[src/rtl/a0_trace_pkg.sv]
// Shared defaults, entry layout and sizing helper for the a0 trace FIFO.
package a0_trace_pkg;

  localparam int DATA_WIDTH_DEF = 32;
  localparam int DEPTH_DEF      = 8;
  localparam int TS_WIDTH_DEF   = 16;
  localparam int DROP_WIDTH_DEF = 8;

  // Width needed to hold an occupancy count of 0..depth inclusive.
  function automatic int level_width(input int depth);
    return $clog2(depth + 1);
  endfunction

  localparam int LEVEL_WIDTH_DEF = level_width(DEPTH_DEF);

  typedef struct packed {
    logic [DATA_WIDTH_DEF-1:0] data;
    logic [TS_WIDTH_DEF-1:0]   ts;
  } trace_entry_t;

endpackage

[src/rtl/a0_trace_fifo_sync_fifo.sv]
// Generic synchronous FIFO: storage, wrapping pointers, level-based full/empty,
// simultaneous push/pop when full, clear with priority over push and pop.
module sync_fifo
  import a0_trace_pkg::*;
#(
  parameter int WIDTH = DATA_WIDTH_DEF,
  parameter int DEPTH = DEPTH_DEF
) (
  input  logic                          clk_i,
  input  logic                          rst_i,
  input  logic                          clear_i,
  input  logic                          push_i,
  input  logic                          pop_i,
  input  logic [WIDTH-1:0]              wdata_i,
  output logic [WIDTH-1:0]              rdata_o,
  output logic                          empty_o,
  output logic                          full_o,
  output logic [level_width(DEPTH)-1:0] level_o
);

  localparam int PW = $clog2(DEPTH);
  localparam int LW = level_width(DEPTH);

  logic [WIDTH-1:0] mem_q [DEPTH];
  logic [PW-1:0]    wr_ptr_q, wr_ptr_d;
  logic [PW-1:0]    rd_ptr_q, rd_ptr_d;
  logic [LW-1:0]    level_q, level_d;
  logic             do_push, do_pop;

  assign empty_o = (level_q == '0);
  assign full_o  = (level_q == LW'(DEPTH));
  assign level_o = level_q;

  // A pop frees the head slot in the same edge, so a full FIFO may still accept.
  assign do_pop  = pop_i && !empty_o && !clear_i;
  assign do_push = push_i && (!full_o || do_pop) && !clear_i;

  always_comb begin
    wr_ptr_d = wr_ptr_q;
    rd_ptr_d = rd_ptr_q;
    level_d  = level_q;
    if (clear_i) begin
      wr_ptr_d = '0;
      rd_ptr_d = '0;
      level_d  = '0;
    end else begin
      if (do_push) wr_ptr_d = wr_ptr_q + PW'(1);
      if (do_pop)  rd_ptr_d = rd_ptr_q + PW'(1);
      case ({do_push, do_pop})
        2'b10:   level_d = level_q + LW'(1);
        2'b01:   level_d = level_q - LW'(1);
        default: level_d = level_q;
      endcase
    end
  end

  always_ff @(posedge clk_i) begin
    if (!rst_i) begin
      wr_ptr_q <= '0;
      rd_ptr_q <= '0;
      level_q  <= '0;
    end else begin
      wr_ptr_q <= wr_ptr_d;
      rd_ptr_q <= rd_ptr_d;
      level_q  <= level_d;
    end
  end

  always_ff @(posedge clk_i) begin
    if (rst_i && do_push) mem_q[wr_ptr_q] <= wdata_i;
  end

  // Stale slots are hidden so the head reads zero whenever nothing is queued.
  assign rdata_o = empty_o ? '0 : mem_q[rd_ptr_q];

endmodule

[src/rtl/a0_trace_fifo.sv]
// Captures changes of a0 with an optional cycle stamp into a FIFO, flags drops.
// Define A0_TRACE_TIMESTAMP_EN to store a cycle stamp per entry and drive ts_o.
module a0_trace_fifo
  import a0_trace_pkg::*;
#(
  parameter int DATA_WIDTH = DATA_WIDTH_DEF,
  parameter int DEPTH      = DEPTH_DEF,
  parameter int TS_WIDTH   = TS_WIDTH_DEF,
  parameter int DROP_WIDTH = DROP_WIDTH_DEF
) (
  input  logic                          clk_i,
  input  logic                          rst_i,
  input  logic                          en_i,
  input  logic                          clear_i,
  input  logic [DATA_WIDTH-1:0]         a0_i,
  output logic                          valid_o,
  input  logic                          ready_i,
  output logic [DATA_WIDTH-1:0]         data_o,
  output logic [TS_WIDTH-1:0]           ts_o,
  output logic [level_width(DEPTH)-1:0] level_o,
  output logic                          overflow_o,
  output logic [DROP_WIDTH-1:0]         drops_o
);

`ifdef A0_TRACE_TIMESTAMP_EN
  typedef struct packed {
    logic [DATA_WIDTH-1:0] data;
    logic [TS_WIDTH-1:0]   ts;
  } entry_t;
  localparam int ENTRY_W = DATA_WIDTH + TS_WIDTH;
`else
  localparam int ENTRY_W = DATA_WIDTH;
`endif

  logic [DATA_WIDTH-1:0] last_q, last_d;
  logic                  overflow_q, overflow_d;
  logic [DROP_WIDTH-1:0] drops_q, drops_d;
  logic                  push_req, drop, fifo_full, fifo_empty;
  logic [ENTRY_W-1:0]    wdata, rdata;

  assign last_d   = a0_i;
  assign push_req = (a0_i != last_q) && en_i && !clear_i;
  // Full implies non-empty, so ready_i alone decides whether a slot frees up.
  assign drop     = push_req && fifo_full && !ready_i;

  always_comb begin
    overflow_d = overflow_q;
    drops_d    = drops_q;
    if (clear_i) begin
      overflow_d = 1'b0;
      drops_d    = '0;
    end else if (drop) begin
      overflow_d = 1'b1;
      if (drops_q != '1) drops_d = drops_q + DROP_WIDTH'(1);
    end
  end

  always_ff @(posedge clk_i) begin
    if (!rst_i) begin
      last_q     <= '0;
      overflow_q <= 1'b0;
      drops_q    <= '0;
    end else begin
      last_q     <= last_d;
      overflow_q <= overflow_d;
      drops_q    <= drops_d;
    end
  end

`ifdef A0_TRACE_TIMESTAMP_EN
  logic [TS_WIDTH-1:0] cnt_q, cnt_d;
  entry_t              head;

  assign cnt_d = cnt_q + TS_WIDTH'(1);

  always_ff @(posedge clk_i) begin
    if (!rst_i) cnt_q <= '0;
    else        cnt_q <= cnt_d;
  end

  assign wdata  = {a0_i, cnt_q};
  assign head   = rdata;
  assign data_o = head.data;
  assign ts_o   = head.ts;
`else
  assign wdata  = a0_i;
  assign data_o = rdata;
  assign ts_o   = '0;
`endif

  sync_fifo #(
    .WIDTH (ENTRY_W),
    .DEPTH (DEPTH)
  ) u_fifo (
    .clk_i   (clk_i),
    .rst_i   (rst_i),
    .clear_i (clear_i),
    .push_i  (push_req),
    .pop_i   (ready_i),
    .wdata_i (wdata),
    .rdata_o (rdata),
    .empty_o (fifo_empty),
    .full_o  (fifo_full),
    .level_o (level_o)
  );

  assign valid_o    = !fifo_empty;
  assign overflow_o = overflow_q;
  assign drops_o    = drops_q;

endmodule

[config.mk]
export PLATFORM = sky130hd
export DESIGN_NAME = a0_trace_fifo
export DESIGN_NICKNAME = d
export VERILOG_FILES = /design/src/rtl/a0_trace_pkg.sv /design/src/rtl/a0_trace_fifo_sync_fifo.sv /design/src/rtl/a0_trace_fifo.sv
export SDC_FILE = /design/constraint.sdc
export NUM_CORES = 1
export LEC_CHECK = 0
export BUFFER_PORTS_ARGS = -buffer_cell sky130_fd_sc_hd__buf_2
export CORE_MARGIN = 1.5
export CORE_UTILIZATION = 40
export CTS_CLUSTER_DIAMETER = 120
export CTS_CLUSTER_SIZE = 30
export DETAILED_ROUTE_END_ITERATION = 16
export PLACE_DENSITY = 0.69
export SYNTH_ARGS = -nofsm -noshare
export SYNTH_HDL_FRONTEND = slang
export SYNTH_SLANG_ARGS = --single-unit
[constraint.sdc]
create_clock -name clk_i -period 4.9 [get_ports clk_i]
set_input_delay 0.49 -clock clk_i [delete_from_list [all_inputs] [get_ports clk_i]]
set_output_delay 0.49 -clock clk_i [all_outputs]
set_load 0.01 [all_outputs]
==> flow_metrics.tcl, run 1 <==
set metrics [dict create \
    reg2reg_slack_ns 0.95 \
    ir_drop_v 0.000198 \
    tightest_slew_ns 1.01 \
    post_cts_buffers 0 \
    dp_hpwl_um 14200 \
    powerDensity_nw_per_um2 329 \
    switching_share 0.203 \
    area_growth_pct 10.6 \
    dpl-instance-area_sq_um 13000 \
    gr-usage-all-layers 0.158 \
    synthCells 667 \
    drcViolationCount 0 \
    gp_congestion 0.792 \
    cts_root_buffer "clkbuf_16" \
    cap_violations 0 \
    synth_top_family_by_area "multiplexers" \
    port-buffer-count 82 \
    leakage_nw 4.30 \
    sequentialPowerShare 0.652 \
    critical-path-slowest-cell "nor4_2" \
    num_vias 5908 \
    fp.coreArea_sq_um 29800 \
    cts_buffers 14 \
    ys_types 41 \
    yosysWarningCount 0 \
    skew_ns 0.0286 \
    cp_cell_sequence "xnor2_1, nand4_1, nor4_2, and2_1, nand3b_1, ha_1, ha_1, a21o_1, a21oi_1, xnor2_1, or3_1, a21oi_1" \
    cts.htree.levels 1 \
    layout-drive-gt1-share 0.261 \
    timing.final.hold_violations 0 \
    cts_hold_buf 0 \
    cts_tree "built" \
    rows 63 \
    grt_overflow 0 \
    antenna_left 0 \
    clockPowerShare 0.308 \
    initial_core_util 0.408 \
    critPathMaxFanout 16 \
    crit_required_ns 5.33 \
    relSlewSlack 0.325 \
    die_h_um 177 \
    hold_depth 1 \
    synth_compound_area_frac 0.0125 \
    clk_latency_ns 0.50 \
    routed_via_density 5.16 \
    final_cell_area_sq_um 13500 \
    ys_ff_latch 310 \
    rsz0062_at_grt "no" \
    finalCritPeriodShare 0.807 \
    setup_viol 0 \
    status "finished clean" \
    worstHoldPathType "primary input to flop" \
    cts_sinks 310 \
    fin_cells 1146 \
    synth_simple_gate_area_frac 0.0601 \
    p_int_mw 3.53 \
    min_period_ns 3.95 \
    min_to "u_fifo.mem_q[6][17]" \
    synthXorXnorAreaFrac 0.0273 \
    r2r_cells 12 \
    die-width_um 177 \
    synthAdderAreaFrac 0.00781 \
    crit_type "flop to flop" \
    p_switching_uw 896 \
    grt_pass1_wl_um 36600 \
    syn_area_sq_um 12200 \
    nets 791 \
    die_area_sq_um 31500 \
    wire_per_inst_um 21.1 \
    fmax_mhz 253 \
    cpPeakStageDelay_ns 0.56 \
    worstHoldStart "a0_i[17]" \
    arrival_ns 4.38 \
    startpoint_type "flop" \
    ys_seq_area_frac 0.721 \
    r2r_end "u_fifo.level_o[3]" \
    cts_buffer_depth 3 \
    cts-resized-gates 0 \
    end_kind "flop" \
    comb_power_share 0.040 \
    grt_max_degree 49 \
    path_clk_slew_ns 0.11 \
    crit-reg2reg-launch "last_q[25]" \
    ioPinCount 99 \
    syn_avg_cell_area_sq_um 18.2 \
    first_pass_iters 7 \
    wl_um 24200 \
    drv_slew 0 \
    grt_pass1_vias 6002 \
    drt_iter0_drc 481 \
    dp_cells 1121 \
    antenna_found_initial 4 \
    synthMuxAreaShare 0.148 \
]
-- state kept, by name, summed over array words and instances, names as in the netlist, named ones only --
signal,cells
u_fifo.mem_q,256
last_q,32
drops_o,8
u_fifo.level_o,4
u_fifo.rd_ptr_q,3
u_fifo.wr_ptr_q,3
overflow_o,1
-- worst max-delay path by stage --
stage / startpoint / to / slack, ns / cells after the start
final: last_q[25] / u_fifo.level_o[3] / 0.95 / 12
after floorplan: a0_i[1] / u_fifo.mem_q[0][0] / -0.07 / 8
after global placement: a0_i[25] / u_fifo.level_o[3] / 0.66 / 13
after detailed placement: a0_i[25] / u_fifo.level_o[3] / 0.63 / 13
after global routing: last_q[25] / u_fifo.level_o[3] / 0.69 / 12
after CTS: last_q[25] / u_fifo.level_o[3] / 1.01 / 12
-- critical path, delay by kind of cell, from the launching register on --
family	cells	cell delay (ns)
simple gates	5	2.18
compound gates	3	0.49
flops	1	0.32
fa+ha+maj	2	0.56
xor+xnor	2	0.33
-- power by group through the flow --
| stage | sequential [mW] | clock (mW) | combinational, mW |
|---|---|---|---|
| floorplan | 2.94 | 0 | 0.107 |
| global placement | 2.94 | 0 | 0.177 |
| detailed placement | 2.94 | 0 | 0.179 |
| CTS | 2.88 | 1.39 | 0.180 |
| global route | 2.89 | 1.48 | 0.196 |
| finish | 2.88 | 1.36 | 0.176 |
-- routing by layer --
metal  global-route usage  share of wire  vias to the layer above
met5                    0         0.0012                        -
met4               0.0256          0.012                        6
met3               0.0268          0.047                       25
met2                0.254           0.48                      138
met1                0.229           0.46                     3049
li1                     -              -                     2690
-- placed cells by master, fill, tap and decap left out, types with 3 or more instances in the layout --
cell         n
a21oi_1     10
and2_1      32
buf_2       82
buf_4       14
clkbuf_1     8
clkbuf_16   15
conb_1      16
dfxtp_1     51
edfxtp_1   256
ha_1         6
inv_1        6
mux2i_1     36
mux4_2      64
nand2_1     11
nand2b_1     4
nand3_1      6
nand3b_1     4
nand4_1      8
nor2_1      47
nor3_2       5
nor4_2       6
o21ai_0      4
o31ai_1      3
xnor2_1     34
xor2_1       4
-- kinds of logic (layout without fill, tap and decap cells) --
kind of cell | count (synthesis) | in the layout
XOR/XNOR | 38 | 38
flip-flops | 310 | 310
other | 1 | 17
buffers and inverters | 53 | 126
AO/OA/AOI/OAI | 23 | 23
adder cells (fa/ha/maj) | 7 | 7
multiplexers | 100 | 100
AND/OR/NAND/NOR | 135 | 135
-- Yosys cell counts, drive strengths merged --
library cell,number,share of area
clkbuf,17,0.0052
or3,3,0.0016
nand3,6,0.0025
and2,33,0.017
nand4b,1,0.0012
buf,30,0.016
xor2,4,0.0029
edfxtp,256,0.63
a2111oi,1,0.0012
a21oi,10,0.0041
o21a,1,0.00062
o31ai,3,0.0019
o211ai,1,0.00062
ha,6,0.0062
a21o,2,0.0012
conb,1,0.00031
nor2b,2,0.0010
or4,3,0.0022
nand2,11,0.0034
dfxtp,54,0.089
mux2i,36,0.030
inv,6,0.0019
nor3,6,0.0029
nand2b,4,0.0021
xnor2,34,0.024
fa,1,0.0016
nor4,7,0.0051
nand3b,4,0.0025
a221oi,1,0.0012
nand4,8,0.0041
nor2,47,0.014
o21ai,4,0.0016
mux4,64,0.12
-- stage by stage --
step / setup TNS, ns / power (mW) / setup WS [ns] / hold slack (ns) / utilization
3_3_place_gp: 0 / 3.12 / 0.660 / 0.450 / 0.437
3_5_place_dp: 0 / 3.12 / 0.635 / 0.458 / 0.437
2_1_floorplan: -6.61 / 3.05 / -0.0688 / 0.483 / -
6_report: 0 / 4.42 / 0.948 / 0.294 / 0.452
5_1_grt: 0 / 4.56 / 0.692 / 0.293 / 0.452
4_1_cts: 0 / 4.45 / 1.01 / 0.280 / 0.452
-- layout make-up --
cell class / instances / area (sq um)
antenna: 1 / 2.50
clock buffer: 23 / 405
clock inverter: 1 / 20.0
fill: 2582 / 16300
inverter: 6 / 22.5
multi-input combinational: 319 / 3230
sequential: 310 / 8770
tap: 390 / 488
timing repair buffer: 96 / 515
(Power assumes the default switching activity.)
==> run 2, diff against run 1 <==
Settings changed: PLACE_DENSITY 0.69 to 0.67.
Clock period 4.9 ns to 3.9 ns, I/O delays scaled along.
==> run 2 against run 1 <==
- clock power up 26%
- wire length decreased by 0.39%
- first-iteration DRC count up 27%
- critical path depth stayed put
- power up 26%
- clock skew is 0.0044 ns higher
- clock-buffer cell count did not move
- critical endpoint unchanged
- largest power group unchanged
- highest routed layer unchanged
==> flow_metrics.tcl, run 2 (synthesized netlist as in run 1, its figures left out) <==
set metrics [dict create \
    status "finished clean" \
    fp.coreArea_sq_um 29800 \
    rsz0062_at_grt "no" \
    regMostFlops "u_fifo.mem_q" \
    first_pass_iters 5 \
    layout_commonest_cell "edfxtp_1" \
    largest_reg_flops 256 \
    num_vias 6009 \
    startpoint_type "flop" \
    powerDensity_nw_per_um2 412 \
    grt_max_degree 39 \
    die_h_um 177 \
    finalCritPeriodShare 0.792 \
    min_period_ns 3.09 \
    min_to "u_fifo.mem_q[6][8]" \
    power.total_mw 5.57 \
    reg2reg_slack_ns 0.81 \
    cts_buffer_depth 3 \
    cts_hold_buf 0 \
    crit_required_ns 4.33 \
    r2r_end "u_fifo.level_o[3]" \
    post_cts_buffers 0 \
    antenna_left 0 \
    cpPeakStageDelay_ns 0.56 \
    skew_ns 0.0330 \
    drv_slew 0 \
    wl_um 24100 \
    drt-met1-wl_um 11200 \
    final_cell_area_sq_um 13500 \
    layout-drive-gt1-share 0.264 \
    dpl-instance-area_sq_um 13100 \
    cp_cell_sequence "xnor2_1, nand4_1, nor4_2, and2_1, nand3b_1, ha_1, ha_1, a21o_1, a21oi_1, xnor2_1, or3_1, a21oi_1" \
    path_depth 12 \
    cts_tree "built" \
    arrival_ns 3.52 \
    worstHoldPathType "primary input to flop" \
    gr-usage-all-layers 0.156 \
    nets 794 \
    setup_viol 0 \
    critPathMaxFanout 3 \
    cts_buffers 14 \
    crit_type "flop to flop" \
    ioPinCount 99 \
    fin_ws_ns 0.809 \
    area_growth_pct 11.0 \
    end_kind "flop" \
    path_clk_slew_ns 0.11 \
    final_cell_mix "edfxtp_1 (256), buf_2 (82), mux4_2 (64), dfxtp_1 (51), nor2_1 (47)" \
    fmax_mhz 324 \
    cts_sinks 310 \
    wire_per_inst_um 20.9 \
    die-width_um 177 \
    crit-reg2reg-launch "last_q[25]" \
    dr_wl_met3_um 1010 \
    timing.final.hold_violations 0 \
    wl_met2_um 11400 \
    grt_pass1_vias 6121 \
    worstHoldStart "a0_i[8]" \
    routed_via_density 5.23 \
    r2r_cells 12 \
    cts.htree.levels 1 \
    antenna_found_initial 4 \
    rows 63 \
    cap_violations 0 \
    grt_overflow 0 \
    crit_family "simple AND/OR/NAND/NOR gates" \
    grt_pass1_wl_um 36700 \
    hold_depth 1 \
    initial_core_util 0.408 \
    critical-path-slowest-cell "nor4_2" \
    cts-resized-gates 0 \
    port-buffer-count 82 \
    critPathBufInv 0 \
    preCtsSetupSlack_ns 0.511 \
    tightest_slew_ns 0.969 \
    dp_hpwl_um 13900 \
    relSlewSlack 0.354 \
    drt_iter0_drc 613 \
    top_layer "met5" \
    clk_latency_ns 0.51 \
    die_area_sq_um 31500 \
    gp_congestion 0.750 \
    drcViolationCount 0 \
    whs_ns 0.186 \
    ir_drop_v 0.000250 \
    cts_root_buffer "clkbuf_16" \
    leakage_nw 4.32 \
]
-- run 2: metal layers --
layer / track usage / up-vias
met2: 0.254 / 149
met4: 0.0333 / 6
met3: 0.0244 / 31
met1: 0.223 / 3117
met5: 0 / -
li1: - / 2706
-- run 2: worst reg2reg max path: cells and delay by family, from the launching register on --
family,cells,cell delay (ns)
simple gates,5,1.47
fa+ha+maj,2,0.45
xor+xnor,2,0.32
flops,1,0.32
compound gates,3,0.47
-- run 2: metrics by stage --
step | std cells | TNS [ns] | utilization
after floorplan | 682 | -127.72 | -
after global placement | 1124 | 0 | 0.439
after detailed placement | 1124 | 0 | 0.439
after CTS | 1148 | 0 | 0.453
after global routing | 1148 | 0 | 0.453
final | 1150 | 0 | 0.453
-- run 2: area by class of cell --
class                   count  area, sq um
fillers                  2578        16300
flip-flops and latches    310         8770
inverters                   6         22.5
multi-input cells         319         3230
well taps                 390          488
diodes                      2         5.00
repair buffers             99          563
clock buffers              23          405
clock inverters             1         20.0
-- run 2: worst max-delay path by stage --
stage                     slack, ns                  to  startpoint
final                          0.81   u_fifo.level_o[3]  last_q[25]
after global routing           0.55   u_fifo.level_o[3]  last_q[25]
after CTS                      0.78   u_fifo.level_o[3]  last_q[25]
after detailed placement       0.51   u_fifo.level_o[3]    a0_i[25]
after global placement         0.50   u_fifo.level_o[3]    a0_i[25]
after floorplan               -0.97  u_fifo.mem_q[0][0]     a0_i[1]
-- run 2: power by group --
| group | leakage [nW] | switching [mW] | total (mW) | internal (mW) |
|---|---|---|---|---|
| Clock | 0.204 | 0.983 | 1.72 | 0.741 |
| Combinational | 1.36 | 0.139 | 0.226 | 0.0872 |
| Sequential | 2.75 | 0.0148 | 3.62 | 3.60 |
| Total | 4.32 | 1.14 | 5.57 | 4.43 |
==> run 3, diff against run 2 <==
Clock period 3.9 ns to 3 ns, I/O delays scaled along.
==> run 3 against run 2 <==
- critical path type unchanged
- clock-buffer cell count is the same
- largest cell class unchanged
- critical endpoint unchanged
- register-to-register slack lost 0.56 ns
- core utilization grew 1.2 points
- combinational power grew 50%
- sequential power grew 30%
- largest power group unchanged
==> flow_metrics.tcl, run 3 (synthesized netlist as in run 1, its figures left out) <==
set metrics [dict create \
    status "finished clean" \
    cts_buffers 14 \
    regMostFlops "u_fifo.mem_q" \
    ir_drop_v 0.000307 \
    dp_hpwl_um 14600 \
    cts_root_buffer "clkbuf_16" \
    cap_violations 0 \
    antenna_left 0 \
    cts_tree "built" \
    cts_buffer_depth 3 \
    startpoint_type "flop" \
    layout_commonest_cell "edfxtp_1" \
    port-buffer-count 82 \
    num_vias 6107 \
    nFillCells 2557 \
    fp.coreArea_sq_um 29800 \
    cp_cell_sequence "xnor2_1, buf_4, nand4_1, nor4_4, and2_4, nand3b_1, ha_1, ha_1, a21o_1, a21oi_2, xnor2_1, or3_1, a21oi_1" \
    rsz0062_at_grt "no" \
    arrival_ns 3.18 \
    regArea_sq_um 8770 \
    relSlewSlack 0.569 \
    grt_pass1_vias 6240 \
    gr-usage-all-layers 0.162 \
    gp_congestion 0.732 \
    nets 817 \
    cts_hold_buf 0 \
    end_kind "flop" \
    cts.htree.levels 1 \
    multi_input_area_sq_um 3320 \
    cpPeakStageDelay_ns 0.36 \
    critical-path-slowest-cell "nor4_4" \
    min_period_ns 2.75 \
    worstHoldPathType "primary input to flop" \
    layout-drive-gt1-share 0.293 \
    grt_max_degree 65 \
    timing.final.hold_violations 0 \
    ioPinCount 99 \
    drt_iter0_drc 552 \
    fin_tns_setup_ns 0 \
    die-width_um 177 \
    finalCritPeriodShare 0.917 \
    routed_via_density 5.22 \
    crit_required_ns 3.43 \
    critPathMaxFanout 2 \
    grt_overflow 0 \
    wl_um 24800 \
    critPathBufInv 1 \
    drcViolationCount 0 \
    fin_ws_ns 0.249 \
    clk_latency_ns 0.50 \
    crit_type "flop to flop" \
    preCtsSetupSlack_ns -0.140 \
    die_area_sq_um 31500 \
    fmax_mhz 363 \
    tightest_slew_ns 0.646 \
    largest_reg_flops 256 \
    dp_cells 1147 \
    die_h_um 177 \
    antenna_found_initial 0 \
    final_cell_mix "edfxtp_1 (256), buf_2 (82), mux4_2 (64), dfxtp_1 (51), nor2_1 (47)" \
    cts_sinks 310 \
    grt_pass1_wl_um 37800 \
    area_growth_pct 13.9 \
    crit_family "simple AND/OR/NAND/NOR gates" \
    wire_per_inst_um 21.2 \
    first_pass_iters 5 \
    setup_viol 0 \
    post_cts_buffers 0 \
    path_clk_slew_ns 0.11 \
    skew_ns 0.0233 \
    fin_cells 1171 \
    powerDensity_nw_per_um2 525 \
    leakage_nw 4.50 \
    antenna_cells 0 \
    rows 63 \
    drv_slew 0 \
    initial_core_util 0.408 \
]
[run 3: changes by cell type in the layout (fill, tap and decap cells not counted), sizes merged]
cell / delta
buf: +23
diode: -2
[run 3: timing repair]
action,in CTS,in global routing
pin swaps,0,6
cloned,0,0
resized for setup,2,6
setup endpoints to repair,1,1
[run 3: worst paths after layout]
| kind | start | end | slack, ns | depth (start not counted) |
|---|---|---|---|---|
| setup / recovery | last_q[30] | u_fifo.level_o[3] | 0.25 | 13 |
| setup reg to reg | last_q[30] | u_fifo.level_o[3] | 0.25 | 13 |
| hold reg to reg | overflow_o | overflow_o | 0.47 | 1 |
| hold / removal | a0_i[3] | u_fifo.mem_q[4][3] | 0.07 | 1 |
[run 3: routing by layer]
metal	vias up	GRT usage	part of all wire
li1	2747	-	-
met1	3178	0.228	0.44
met2	163	0.272	0.50
met3	19	0.0219	0.045
met4	0	0.0284	0.012
met5	-	0	0
[run 3: report_power, final]
group / internal [mW] / switching, mW / leakage (nW)
Sequential: 4.69 / 0.0203 / 2.75
Combinational: 0.138 / 0.202 / 1.55
Clock: 0.963 / 1.27 / 0.204
Total: 5.79 / 1.49 / 4.50
[run 3: layout make-up]
cell class / count / area share
clock buffer: 23 / 0.0292
timing repair buffer: 122 / 0.0603
sequential: 310 / 0.633
inverter: 6 / 0.00162
clock inverter: 1 / 0.00144
multi-input combinational: 319 / 0.239
tap: 390 / 0.0352
[run 3: metrics by stage]
stage	cell area (sq um)	hold WS, ns	total power, mW	utilization
global route	13900	0.0575	7.50	0.465
finish	13900	0.0673	7.28	0.465
floorplan	12300	0.399	4.98	-
detailed placement	13400	0.453	5.14	0.449
global placement	13400	0.451	5.14	0.449
CTS	13800	0.0646	7.34	0.464
